## src/rtl/stream_pkt_fifo_pkg.sv

```systemverilog
// stream_pkt_fifo_pkg: shared stream widths, length sizing and keep popcount.
package stream_pkt_fifo_pkg;
   localparam int DEF_DATA_WD      = 32;
   localparam int DEF_DATA_BYTE_WD = DEF_DATA_WD / 8;
   localparam int DEF_DEPTH        = 16;
   localparam int CNT_WD           = $clog2(DEF_DATA_BYTE_WD) + 1;

   function automatic int len_wd(input int depth, input int bytes);
      return $clog2(depth * bytes) + 1;
   endfunction

   function automatic logic [CNT_WD-1:0] popcount(input logic [DEF_DATA_BYTE_WD-1:0] keep);
      popcount = '0;
      for (int i = 0; i < DEF_DATA_BYTE_WD; i++) popcount += CNT_WD'(keep[i]);
   endfunction
endpackage

```

## src/rtl/stream_pkt_fifo_if.sv

```systemverilog
// stream_pkt_fifo_if: keep/last input stream and length-tagged output stream.
interface stream_pkt_fifo_if
   import stream_pkt_fifo_pkg::*;
#(
   parameter int DATA_WD = DEF_DATA_WD,
   parameter int DEPTH   = DEF_DEPTH
);
   localparam int DATA_BYTE_WD = DATA_WD / 8;
   localparam int LEN_WD       = len_wd(DEPTH, DATA_BYTE_WD);

   logic                    valid_in;
   logic [DATA_BYTE_WD-1:0] keep_in;
   logic [DATA_WD-1:0]      data_in;
   logic                    last_in;
   logic                    ready_in;
   logic                    valid_out;
   logic [DATA_BYTE_WD-1:0] keep_out;
   logic [DATA_WD-1:0]      data_out;
   logic                    last_out;
   logic [LEN_WD-1:0]       len_out;
   logic                    ready_out;

   modport master (
      output valid_in, keep_in, data_in, last_in, ready_out,
      input  ready_in, valid_out, keep_out, data_out, last_out, len_out
   );

   modport slave (
      input  valid_in, keep_in, data_in, last_in, ready_out,
      output ready_in, valid_out, keep_out, data_out, last_out, len_out
   );
endinterface

```

## src/rtl/stream_pkt_fifo_sync_fifo.sv

```systemverilog
// sync_fifo: wrap-bit pointer FIFO with registered pointers and asynchronous read.
module sync_fifo #(
   parameter int WIDTH = 8,
   parameter int DEPTH = 16
) (
   input  logic             clk,
   input  logic             rst_n,
   input  logic             wr_en,
   input  logic [WIDTH-1:0] wr_data,
   input  logic             rd_en,
   output logic [WIDTH-1:0] rd_data,
   output logic             full
);
   localparam int AW = $clog2(DEPTH);
   localparam int PW = AW + 1;

   logic [WIDTH-1:0] mem_q [DEPTH];
   logic [AW:0]      wr_ptr_q, wr_ptr_d, rd_ptr_q, rd_ptr_d;

   always_comb begin
      wr_ptr_d = wr_ptr_q + PW'(wr_en);
      rd_ptr_d = rd_ptr_q + PW'(rd_en);
   end

   always_ff @(posedge clk or negedge rst_n) begin
      if (!rst_n) begin
         wr_ptr_q <= '0;
         rd_ptr_q <= '0;
      end else begin
         wr_ptr_q <= wr_ptr_d;
         rd_ptr_q <= rd_ptr_d;
      end
   end

   always_ff @(posedge clk) begin
      if (wr_en) mem_q[wr_ptr_q[AW-1:0]] <= wr_data;
   end

   assign full    = (wr_ptr_q[AW] != rd_ptr_q[AW]) && (wr_ptr_q[AW-1:0] == rd_ptr_q[AW-1:0]);
   assign rd_data = mem_q[rd_ptr_q[AW-1:0]];
endmodule

```

## src/rtl/stream_pkt_fifo.sv

```systemverilog
// stream_pkt_fifo: store-and-forward packet FIFO that releases whole packets
// tagged with their total byte length.
module stream_pkt_fifo
   import stream_pkt_fifo_pkg::*;
#(
   parameter int DATA_WD = DEF_DATA_WD,
   parameter int DEPTH   = DEF_DEPTH
) (
   input  logic                     clk,
   input  logic                     rst_n,
   stream_pkt_fifo_if.slave         s,
   output logic [$clog2(DEPTH):0]   pkt_cnt,
   output logic                     err_oversize
);
   localparam int DATA_BYTE_WD = DATA_WD / 8;
   localparam int ADDR_WD      = $clog2(DEPTH);
   localparam int PCW          = ADDR_WD + 1;
   localparam int LEN_WD       = len_wd(DEPTH, DATA_BYTE_WD);
   localparam int DW           = DATA_WD + DATA_BYTE_WD + 1;

   logic              fire_in, fire_out, commit, pop;
   logic              full, len_full;
   logic [DW-1:0]     head;
   logic [LEN_WD-1:0] len_head, acc_next, acc_q, acc_d;
   logic [PCW-1:0]    pkt_cnt_q, pkt_cnt_d;
   logic              err_q, err_d;

   always_comb begin
      fire_in   = s.valid_in & s.ready_in;
      fire_out  = s.valid_out & s.ready_out;
      commit    = fire_in & s.last_in;
      pop       = fire_out & head[DW-1];
      acc_next  = acc_q + LEN_WD'(popcount(s.keep_in));
      acc_d     = fire_in ? (s.last_in ? '0 : acc_next) : acc_q;
      pkt_cnt_d = pkt_cnt_q + PCW'(commit) - PCW'(pop);
      // A full buffer with no complete packet can never drain: lock up until reset.
      err_d     = err_q | (full & (pkt_cnt_q == '0));
   end

   always_ff @(posedge clk or negedge rst_n) begin
      if (!rst_n) begin
         acc_q     <= '0;
         pkt_cnt_q <= '0;
         err_q     <= 1'b0;
      end else begin
         acc_q     <= acc_d;
         pkt_cnt_q <= pkt_cnt_d;
         err_q     <= err_d;
      end
   end

   sync_fifo #(.WIDTH(DW), .DEPTH(DEPTH)) u_data_fifo (
      .clk     (clk),
      .rst_n   (rst_n),
      .wr_en   (fire_in),
      .wr_data ({s.last_in, s.keep_in, s.data_in}),
      .rd_en   (fire_out),
      .rd_data (head),
      .full    (full)
   );

   sync_fifo #(.WIDTH(LEN_WD), .DEPTH(DEPTH)) u_len_fifo (
      .clk     (clk),
      .rst_n   (rst_n),
      .wr_en   (commit),
      .wr_data (acc_next),
      .rd_en   (pop),
      .rd_data (len_head),
      .full    (len_full)
   );

   assign s.ready_in  = !full & !len_full & !err_q;
   assign s.valid_out = pkt_cnt_q != '0;
   assign {s.last_out, s.keep_out, s.data_out} = s.valid_out ? head : '0;
   assign s.len_out   = s.valid_out ? len_head : '0;
   assign pkt_cnt     = pkt_cnt_q;
   assign err_oversize = err_q;
endmodule
```

## src/flat_wrapper.sv

```systemverilog
// flat-port wrapper written by rule: the top's interface ports become plain ports
module stream_pkt_fifo_flat import stream_pkt_fifo_pkg::*;
#(
   parameter int DATA_WD = DEF_DATA_WD,
   parameter int DEPTH   = DEF_DEPTH
)
  (clk, rst_n, pkt_cnt, err_oversize, s_valid_in, s_keep_in, s_data_in, s_last_in, s_ready_out, s_ready_in, s_valid_out, s_keep_out, s_data_out, s_last_out, s_len_out);
  stream_pkt_fifo_if #(.DATA_WD(DATA_WD), .DEPTH(DEPTH)) s_i ();
  input  logic clk;
  input  logic rst_n;
  output logic [$clog2(DEPTH):0] pkt_cnt;
  output logic err_oversize;
  input wire logic [$bits(s_i.valid_in)-1:0] s_valid_in;
  input wire logic [$bits(s_i.keep_in)-1:0] s_keep_in;
  input wire logic [$bits(s_i.data_in)-1:0] s_data_in;
  input wire logic [$bits(s_i.last_in)-1:0] s_last_in;
  input wire logic [$bits(s_i.ready_out)-1:0] s_ready_out;
  output wire logic [$bits(s_i.ready_in)-1:0] s_ready_in;
  output wire logic [$bits(s_i.valid_out)-1:0] s_valid_out;
  output wire logic [$bits(s_i.keep_out)-1:0] s_keep_out;
  output wire logic [$bits(s_i.data_out)-1:0] s_data_out;
  output wire logic [$bits(s_i.last_out)-1:0] s_last_out;
  output wire logic [$bits(s_i.len_out)-1:0] s_len_out;
  assign s_i.valid_in = s_valid_in;
  assign s_i.keep_in = s_keep_in;
  assign s_i.data_in = s_data_in;
  assign s_i.last_in = s_last_in;
  assign s_i.ready_out = s_ready_out;
  assign s_ready_in = s_i.ready_in;
  assign s_valid_out = s_i.valid_out;
  assign s_keep_out = s_i.keep_out;
  assign s_data_out = s_i.data_out;
  assign s_last_out = s_i.last_out;
  assign s_len_out = s_i.len_out;
  stream_pkt_fifo #(.DATA_WD(DATA_WD), .DEPTH(DEPTH)) u_core (.clk(clk), .rst_n(rst_n), .s(s_i), .pkt_cnt(pkt_cnt), .err_oversize(err_oversize));
endmodule
```

## config.mk

```make
export PLATFORM = sky130hd
export DESIGN_NAME = stream_pkt_fifo_flat
export DESIGN_NICKNAME = d
export VERILOG_FILES = /design/src/rtl/stream_pkt_fifo_pkg.sv /design/src/rtl/stream_pkt_fifo_if.sv /design/src/rtl/stream_pkt_fifo_sync_fifo.sv /design/src/rtl/stream_pkt_fifo.sv /design/src/flat_wrapper.sv
export SDC_FILE = /design/constraint.sdc
export NUM_CORES = 1
export LEC_CHECK = 0
export ABC_AREA = 1
export CAP_MARGIN = 25
export CELL_PAD_IN_SITES_DETAIL_PLACEMENT = 1
export CELL_PAD_IN_SITES_GLOBAL_PLACEMENT = 2
export CORE_MARGIN = 1.5
export CORE_UTILIZATION = 45
export CTS_BUF_LIST = sky130_fd_sc_hd__clkbuf_8
export DETAILED_ROUTE_END_ITERATION = 12
export GPL_ROUTABILITY_DRIVEN = 1
export PLACE_DENSITY_LB_ADDON = 0.1
export SYNTH_ARGS = -nofsm -noshare
export SYNTH_HDL_FRONTEND = slang
export SYNTH_HIERARCHICAL = 1
export SYNTH_SLANG_ARGS = --single-unit
export TNS_END_PERCENT = 30
```

## constraint.sdc

```tcl
create_clock -name clk -period 10 [get_ports clk]
set_input_delay 1 -clock clk [delete_from_list [all_inputs] [get_ports clk]]
set_output_delay 1 -clock clk [all_outputs]
set_load 0.01 [all_outputs]
```

# == Word level (Yosys, flattened, before mapping) ==
# Memory sizes are Yosys's and may differ from the RTL's.
# Index checks and enable logic that the tools add are counted.
# classes
addsub,10
mul,0
n_div,0
n_lt_le_gt_ge,0
eq_ne,4
shifts,0
mux,7
n_bitwise,8
reduce_logical,7
# ops
operator,count
$mux W37,1
$add A5 B1 Y5,5
$mux W7,2
$eq A4 B4 Y1,2
$add A7 B3 Y7,1
$and A1 B1 Y1,7
$add A3 B1 Y3,2
$logic_not A5 Y1,1
$reduce_bool A5 Y1,1
$sub A5 B1 Y5,1
$mux W1,4
$logic_not A1 Y1,3
$add A1 B1 Y2,1
$logic_and A1 B1 Y1,2
$ne A1 B1 Y1,2
$or A1 B1 Y1,1
# word_totals
regBits,33
latchBits,0
ramBits,704
romBits,0
inputBits,41
out_inout_bits,52
word_cells,45
memories,2
# memory_table
memory,words,word_bits,read_ports,rd_clocked_by_memory_dff,write_ports,line_no,text
u_core.u_data_fifo.mem_q,16,37,1,0,1,stream_pkt_fifo_sync_fifo.sv:17,logic [WIDTH-1:0] mem_q [DEPTH];
u_core.u_len_fifo.mem_q,16,7,1,0,1,stream_pkt_fifo_sync_fifo.sv:17,

# == Depth between registers and ports, before layout ==
# Gate-level depths: netlist (run 1).
# depth
depth_word,9
ltp_mapped,23

# == Cells and area by module ==
# The synthesis (run 1) kept the hierarchy.
# by_module_without_submodules
module,instances,cells_per_inst,area_per_inst_um2
sync_fifo at u_core.u_data_fifo,1,2595,26242.7
sync_fifo at u_core.u_len_fifo,1,546,5418.9
stream_pkt_fifo,1,208,1326.3

# == Worst setup path before layout (run 1) ==
# OpenSTA, ideal clock, no wires.
# synth_timing
path_type,register to register
startpoint,reg u_core.u_data_fifo.rd_ptr_q[0]
endpoint,"mem u_core/u_data_fifo/mem_q[4][0] in the netlist's numbering, enable pin"
arrival_time_ps,3236
required_ps,9569
slack_ps,6333
stages_incl_launch_ff,13
cell_sequence,dfrtp_1 > buf_4 > inv_4 > buf_6 > buf_2 > nand2_1 > nand4_1 > nor3_1 > nor2_2 > nand3_4 > inv_1 > nand3_1 > nor2_1
# synth_via
elab_chain_cells,8
# synth_rtl
element,line_no,text
"start, declared",stream_pkt_fifo_sync_fifo.sv:18,"logic [AW:0] wr_ptr_q, wr_ptr_d, rd_ptr_q, rd_ptr_d;"
"start signal, assigned",stream_pkt_fifo_sync_fifo.sv:31,rd_ptr_q <= rd_ptr_d;
$eq A4 B4 Y1,stream_pkt_fifo_sync_fifo.sv:39,assign full = (wr_ptr_q[AW] != rd_ptr_q[AW]) && (wr_ptr_q[AW-1:0] == rd_ptr_q[AW-1:0]);
$logic_and A1 B1 Y1,stream_pkt_fifo_sync_fifo.sv:39,
via u_core.full,stream_pkt_fifo.sv:22,"logic full, len_full;"
$logic_not A1 Y1,stream_pkt_fifo.sv:72,assign s.ready_in = !full & !len_full & !err_q;
$and A1 B1 Y1 (2 in a row),stream_pkt_fifo.sv:72,
$and A1 B1 Y1,stream_pkt_fifo.sv:29,fire_in = s.valid_in & s.ready_in;
via u_core.fire_in,stream_pkt_fifo.sv:21,"logic fire_in, fire_out, commit, pop;"
$mux W1,stream_pkt_fifo_sync_fifo.sv:36,if (wr_en) mem_q[wr_ptr_q[AW-1:0]] <= wr_data;
$mux W1 (not written as such),stream_pkt_fifo_sync_fifo.sv:36,
"end, declared",stream_pkt_fifo_sync_fifo.sv:17,
# The timed path passes the listed nets, and every way through them passes these cells.

# == Final worst setup path (run 1) ==
# layout_timing
startpoint,reg u_core.u_data_fifo.rd_ptr_q[0]
endpoint,out s_keep_out[3]
# layout_via
elab_chain_cells,2
# layout_rtl
element,line_no,text
$mem_v2 Z16 W37,--,
via u_core.head[35],stream_pkt_fifo.sv:23,logic [DW-1:0] head;
$mux W37,stream_pkt_fifo.sv:74,"assign {s.last_out, s.keep_out, s.data_out} = s.valid_out ? head : '0;"
"end, declared",flat_wrapper.sv:20,output wire logic [$bits(s_i.keep_out)-1:0] s_keep_out;
# The timed path passes the listed nets, and every way through them passes these cells.

==> impl_metrics.toml, run 1 <==
[synthesis]
synth_compound_area_share_pct = 0.06827
synth_warnings = 6
synth_top_family_by_area = "simple AND/OR/NAND/NOR gates"
yosys.cell_types.count = 31
synthXorXnorAreaFrac_pct = 0.5538
yosysSeqAreaShare_pct = 66.59
syn_inst = 3349
synthAdderAreaFrac_pct = 0.8117
ys_seq_elements = 737
synthMuxAreaShare_pct = 0
synth_nets = 3409
syn-cell-area_mm2 = 0.03299
avgSynthCellArea_um2 = 9.850
synth-simple-area-share_pct = 21.04

[setup_path]
path_max_fanout = 124
arrival_ns = 4.24
crit_type = "reg2out"
worstSetupEndpointType = "output pin"
required_ns = 9.00
cp-start-kind = "register"

[power]
vdd_drop_max_uv = 273.7
p_leak_nw = 16.77
clkPwrFrac_pct = 24.3
power-per-cell-area_mw_per_mm2 = 292.9
power_frac_seq_pct = 36.1
p_switching_mw = 4.340
power_mw = 10.90
p_comb_share_pct = 39.6
swShare_pct = 39.82
p_int_mw = 6.559

[global_route]
overflow = 0
grt_pass1_vias = 24530
globalRouteTotalUtil_pct = 25.23
grt_max_degree = 216
grt_pass1_wl_um = 141500
antenna_found_initial = 1

[layout]
area_delta_synth_final_pct = 12.79
fin_util_pct = 51.17
mostFrequentLayoutCell = "nand2_1"
fin_nets = 3529
layout-drive-gt1-share_pct = 6.706
layout_common_cells = "nand2_1 (1,118), inv_1 (776), edfxtp_1 (704), nand3_1 (460), clkbuf_8 (144)"

[clock_network]
h-tree-depth = 4
cts_inserted_buffers = 133
cts.path.max_buffers = 3
clk_pin_slew_worst_paths_ns = 0.06
cts_tree = "built"
cts_sinks = 737
post_cts_resized = 0
hold_buffers = 0
postCtsSetupBuffers = 0
cts_root_buffer = "clkbuf_8"
clk_latency_ns = 0.76

[floorplanning]
die_h_um = 273.8
rows = 99
io_pins = 93
core_area_mm2 = 0.07271
dieArea_mm2 = 0.07494
fp.dieW_um = 273.8
start_util_pct = 45.37

[sta]
final-hold-violation-count = 0
period_needed_ns = 5.244
setup_ws_ns = 4.756
max_freq_mhz = 190.7
slew_headroom_pct = 3.391
rsz0062_at_grt = "no"
tightest_slew_ns = 1.449
fin_crit_sh_pct = 52.44
slew_viol_final = 0
skew_ns = 0.02743
fin_hold_ws_ns = 0.3139
fin_tns_setup_ns = 0
setup_viol = 0

[placement]
dp_hpwl_um = 49970
gp_congestion = 0.7585
dpl_worst_slack_ns = 5.420
io_buffers = 92

[detailed_routing]
drc = 0
routed_wl_um = 92270
first_iter_violations = 1352
num_vias = 22870
wl_per_cell_um = 20.39
post_drt_via_cell_ratio = 5.054
firstDrtPassIters = 5
postRouteAntennaNets = 0

[worst_hold_path]
hp-class = "in2async"

[job]
max_cap_viol_count = 0

[run_status]
status = "finished clean"
[critical path, stage by stage (launching register included)]
cell,delay (ns)
dfrtp_4,0.52
inv_8,0.55
buf_4,0.88
nand2_1,0.11
nand2_1,0.10
nand2_1,0.05
nand3_1,0.10
nand3_1,0.09
nand2_1,0.16
inv_1,0.09
nor2_1,0.11
clkdlybuf4s50_1,0.55
[stage by stage]
stage,cell area (um2),cells
after global placement,34720,4291
final,37210,4525
after CTS,37170,4522
after global routing,37200,4524
after detailed placement,34740,4292
after floorplan,32990,3349
[final cells by class]
cell class	count	area, um2
Antenna cell	2	5.005
Clock buffer	144	1982
Clock inverter	86	454.2
Fill cell	8041	35500
Inverter	750	2830
Multi-Input combinational cell	1720	7537
Sequential cell	737	21970
Tap cell	959	1200
Timing Repair Buffer	127	1224
[worst paths after layout]
path / cells past startpoint / startpoint / slack, ns / to
hold reg to reg: 1 / u_core/u_len_fifo/wr_ptr_q[4] / 0.49 / u_core/u_len_fifo/wr_ptr_q[4]
setup / recovery: 11 / u_core/u_data_fifo/rd_ptr_q[0] / 4.76 / s_keep_out[3]
setup reg to reg: 12 / u_core/u_data_fifo/rd_ptr_q[2] / 5.46 / u_core/u_data_fifo/mem_q[9][23]
max in group asynchronous: 1 / rst_n / 9.07 / u_core/u_data_fifo/rd_ptr_q[1]
min in group clk: 1 / u_core/u_len_fifo/wr_ptr_q[4] / 0.49 / u_core/u_len_fifo/wr_ptr_q[4]
hold / removal: 1 / rst_n / 0.31 / u_core/pkt_cnt[3]
[kinds of logic (layout without fill, tap and decap cells)]
| group | count (synthesis) | count (layout) |
|---|---|---|
| compound gates | 4 | 4 |
| flops | 737 | 737 |
| buf+inv | 892 | 1107 |
| simple gates | 1677 | 1677 |
| xor+xnor | 20 | 20 |
| fa+ha+maj | 19 | 19 |
| other cells | 0 | 2 |
[per-layer routing]
layer	track usage, %	up-vias	wire (um)
met5	0	-	0
met4	9.276	0	2555
met3	4.070	176	3907
met2	43.16	469	45520
met1	32.26	11500	40280
li1	-	10720	-
[Yosys cell counts (all sizes together)]
cell | number | area share (%)
clkbuf | 16 | 0.18
dfrtp | 33 | 2.5
nand2 | 1120 | 13
ha | 15 | 0.57
inv | 748 | 8.5
nand3b | 2 | 0.046
xor2 | 13 | 0.35
o21ai | 3 | 0.046
and2 | 3 | 0.057
o211ai | 1 | 0.023
nor2 | 83 | 0.99
nand4 | 4 | 0.076
buf | 126 | 2.2
xnor2 | 7 | 0.21
fa | 4 | 0.24
edfxtp | 704 | 64
nand3 | 462 | 7.1
clkinv | 2 | 0.023
nor3 | 3 | 0.046
[sequential cells by signal, indices dropped and copies added (netlist names)]
register                     flops
u_core/acc_q                     7
u_core/u_data_fifo/wr_ptr_q      5
u_core/err_oversize              1
u_core/pkt_cnt                   5
u_core/u_data_fifo/mem_q       592
u_core/u_data_fifo/rd_ptr_q      5
u_core/u_len_fifo/mem_q        112
u_core/u_len_fifo/wr_ptr_q       5
u_core/u_len_fifo/rd_ptr_q       5
[power by group through the flow]
stage	Sequential [mW]	Combinational (mW)	Clock, mW
global placement	3.98	4.27	0
finish	3.93	4.32	2.65
global route	3.96	4.79	2.84
detailed placement	3.99	4.34	0
CTS	3.93	4.37	2.72
floorplan	3.95	2.69	0
Note: power is estimated with default switching activity, not from simulation.
==> inputs of run 2 (changes only) <==
--- a/config.mk
+++ b/config.mk
@@ -10,7 +10,7 @@
 export CELL_PAD_IN_SITES_DETAIL_PLACEMENT = 1
 export CELL_PAD_IN_SITES_GLOBAL_PLACEMENT = 2
 export CORE_MARGIN = 1.5
-export CORE_UTILIZATION = 45
+export CORE_UTILIZATION = 38
 export CTS_BUF_LIST = sky130_fd_sc_hd__clkbuf_8
 export DETAILED_ROUTE_END_ITERATION = 12
 export GPL_ROUTABILITY_DRIVEN = 1
==> constraint.sdc (replaced) <==
create_clock -name clk -period 4.6 [get_ports clk]
set_input_delay 0.46 -clock clk [delete_from_list [all_inputs] [get_ports clk]]
set_output_delay 0.46 -clock clk [all_outputs]
set_load 0.01 [all_outputs]
==> run 2 against run 1 <==
Compared with the run above:
- count of clock-buffer cells in the layout increased by 2
- clock power is 130% higher
- critical path type unchanged
- non-clock buffer count increased by 28
- final area up 2.0%
- sequential share of layout area is 1.2 points lower
- wire length is 0.23% higher
- flip-flop and latch count did not move
==> impl_metrics.toml, run 2 (same netlist as run 1, synthesis figures left out) <==
[floorplanning]
io_pins = 93
die_h_um = 297.6
start_util_pct = 38.56
core_area_mm2 = 0.08555
rows = 107
dieArea_mm2 = 0.08859
fp.dieW_um = 297.6

[sta]
slew_headroom_pct = 39.58
fin_crit_sh_pct = 92.00
setup_viol = 0
period_needed_ns = 4.232
final-hold-violation-count = 0
fin_tns_setup_ns = 0
skew_ns = 0.03814
rsz0062_at_grt = "no"
max_freq_mhz = 236.3
slew_viol_final = 0
tightest_slew_ns = 0.9063

[global_route]
globalRouteTotalUtil_pct = 21.12
grt_pass1_wl_um = 141700
overflow = 0
grt_max_degree = 164
antenna_found_initial = 2
grt_pass1_vias = 24040

[detailed_routing]
firstDrtPassIters = 5
routed_wl_um = 92480
wl_per_cell_um = 19.45
drc = 0
num_vias = 22590
first_iter_violations = 1107
post_drt_via_cell_ratio = 4.749
postRouteAntennaNets = 0

[layout]
layout-drive-gt1-share_pct = 7.703
area_delta_synth_final_pct = 15.08
final_cells = 4756
largest_reg_flops = 592
layout_common_cells = "nand2_1 (1,118), inv_1 (776), edfxtp_1 (704), nand3_1 (460), clkbuf_8 (146)"
fin_nets = 3564
mostFrequentLayoutCell = "nand2_1"

[clock_network]
post_cts_resized = 0
cts_tree = "built"
hold_buffers = 1
clk_pin_slew_worst_paths_ns = 0.07
cts_root_buffer = "clkbuf_8"
cts_sinks = 737
postCtsSetupBuffers = 0
clk_latency_ns = 0.79
cts_inserted_buffers = 140
h-tree-depth = 4
cts.path.max_buffers = 3

[setup_path]
worstSetupEndpointType = "output pin"
regToRegSetupSlack_ns = 0.97
cp-start-kind = "register"
required_ns = 4.14
worstReg2RegStart = "u_core/u_data_fifo/rd_ptr_q[1]"
path_max_fanout = 66
crit_type = "reg2out"
rr_endpoint = "u_core/pkt_cnt[4]"
r2r_cells = 18
arrival_ns = 3.77

[worst_hold_path]
hp-class = "in2async"

[placement]
dp_cells = 4505
gp_congestion = 0.7619
io_buffers = 92
dp_hpwl_um = 52130

[power]
vdd_drop_max_uv = 513.0
p_leak_nw = 17.04
power-per-cell-area_mw_per_mm2 = 633.4

[run_status]
status = "finished clean"

[job]
max_cap_viol_count = 0
-- run 2: changes by cell type in the layout (fill, tap and decap cells not counted) --
cell	before	now
buf_4	32	49
buf_12	2	13
clkinv_1	29	34
bufinv_16	3	6
clkinv_2	12	15
clkbuf_8	144	146
inv_8	2	4
buf_16	1	0
clkinvlp_4	4	5
diode_2	2	3
dlygate4sd3_1	0	1
inv_6	4	5
-- run 2: critical path, stage by stage (launching register included) --
cell and delay, ns:
dfrtp_4 0.58, inv_8 0.26, buf_4 0.68, nand2_1 0.12, nand2_1 0.09, nand2_1 0.05, nand3_1 0.09, nand3_1 0.08
nand2_1 0.22, inv_1 0.08, nor2_1 0.12, clkdlybuf4s50_1 0.57
-- run 2: how the worst max path moves through the flow --
stage	endpoint	cells after the start	start
2_1_floorplan	u_core/u_data_fifo/mem_q[4][0]	12	u_core/u_data_fifo/rd_ptr_q[0]
3_3_place_gp	u_core/u_len_fifo/mem_q[3][4]	10	s_keep_in[3]
3_5_place_dp	u_core/u_len_fifo/mem_q[15][4]	10	s_keep_in[3]
4_1_cts	s_data_out[18]	11	u_core/u_data_fifo/rd_ptr_q[0]
5_1_grt	s_data_out[28]	11	u_core/u_data_fifo/rd_ptr_q[0]
6_report	s_keep_out[2]	11	u_core/u_data_fifo/rd_ptr_q[0]
-- run 2: layer usage --
layer  wire (um)  share of wire, %  vias up  track usage, %
met2       44250                48      311           35.20
met1       43260                47    11340           28.21
met4        1853               2.0        0           6.402
met3        3125               3.4      127           3.498
met5           0                 0        -               0
li1            -                 -    10810               -
-- run 2: final cells by class --
type / count / area (um2)
Clock buffer: 146 / 2009
Sequential cell: 737 / 21970
Multi-Input combinational cell: 1720 / 7537
Timing Repair Buffer: 155 / 1554
Tap cell: 1144 / 1431
Inverter: 750 / 2830
Fill cell: 9526 / 47590
Antenna cell: 3 / 7.507
Clock inverter: 101 / 616.8
-- run 2: per-stage QoR --
step	hold slack [ns]	util, %	cell area [um2]	setup slack [ns]	total power [mW]
final	0.3092	44.37	37960	0.3682	24.04
after global routing	0.3326	44.37	37960	0.1023	25.71
after CTS	0.2533	44.37	37950	0.2390	24.49
after detailed placement	0.4851	41.28	35320	0.7960	18.26
after global placement	0.4815	41.28	35320	0.9211	18.09
after floorplan	0.1644	-	32990	0.9328	14.45
-- run 2: power by group --
group | leakage, nW | switching, mW | internal, mW
Clock | 1.47 | 2.82 | 3.28
Sequential | 6.78 | 0.365 | 8.25
Combinational | 8.79 | 6.30 | 3.03
Total | 17.0 | 9.49 | 14.6
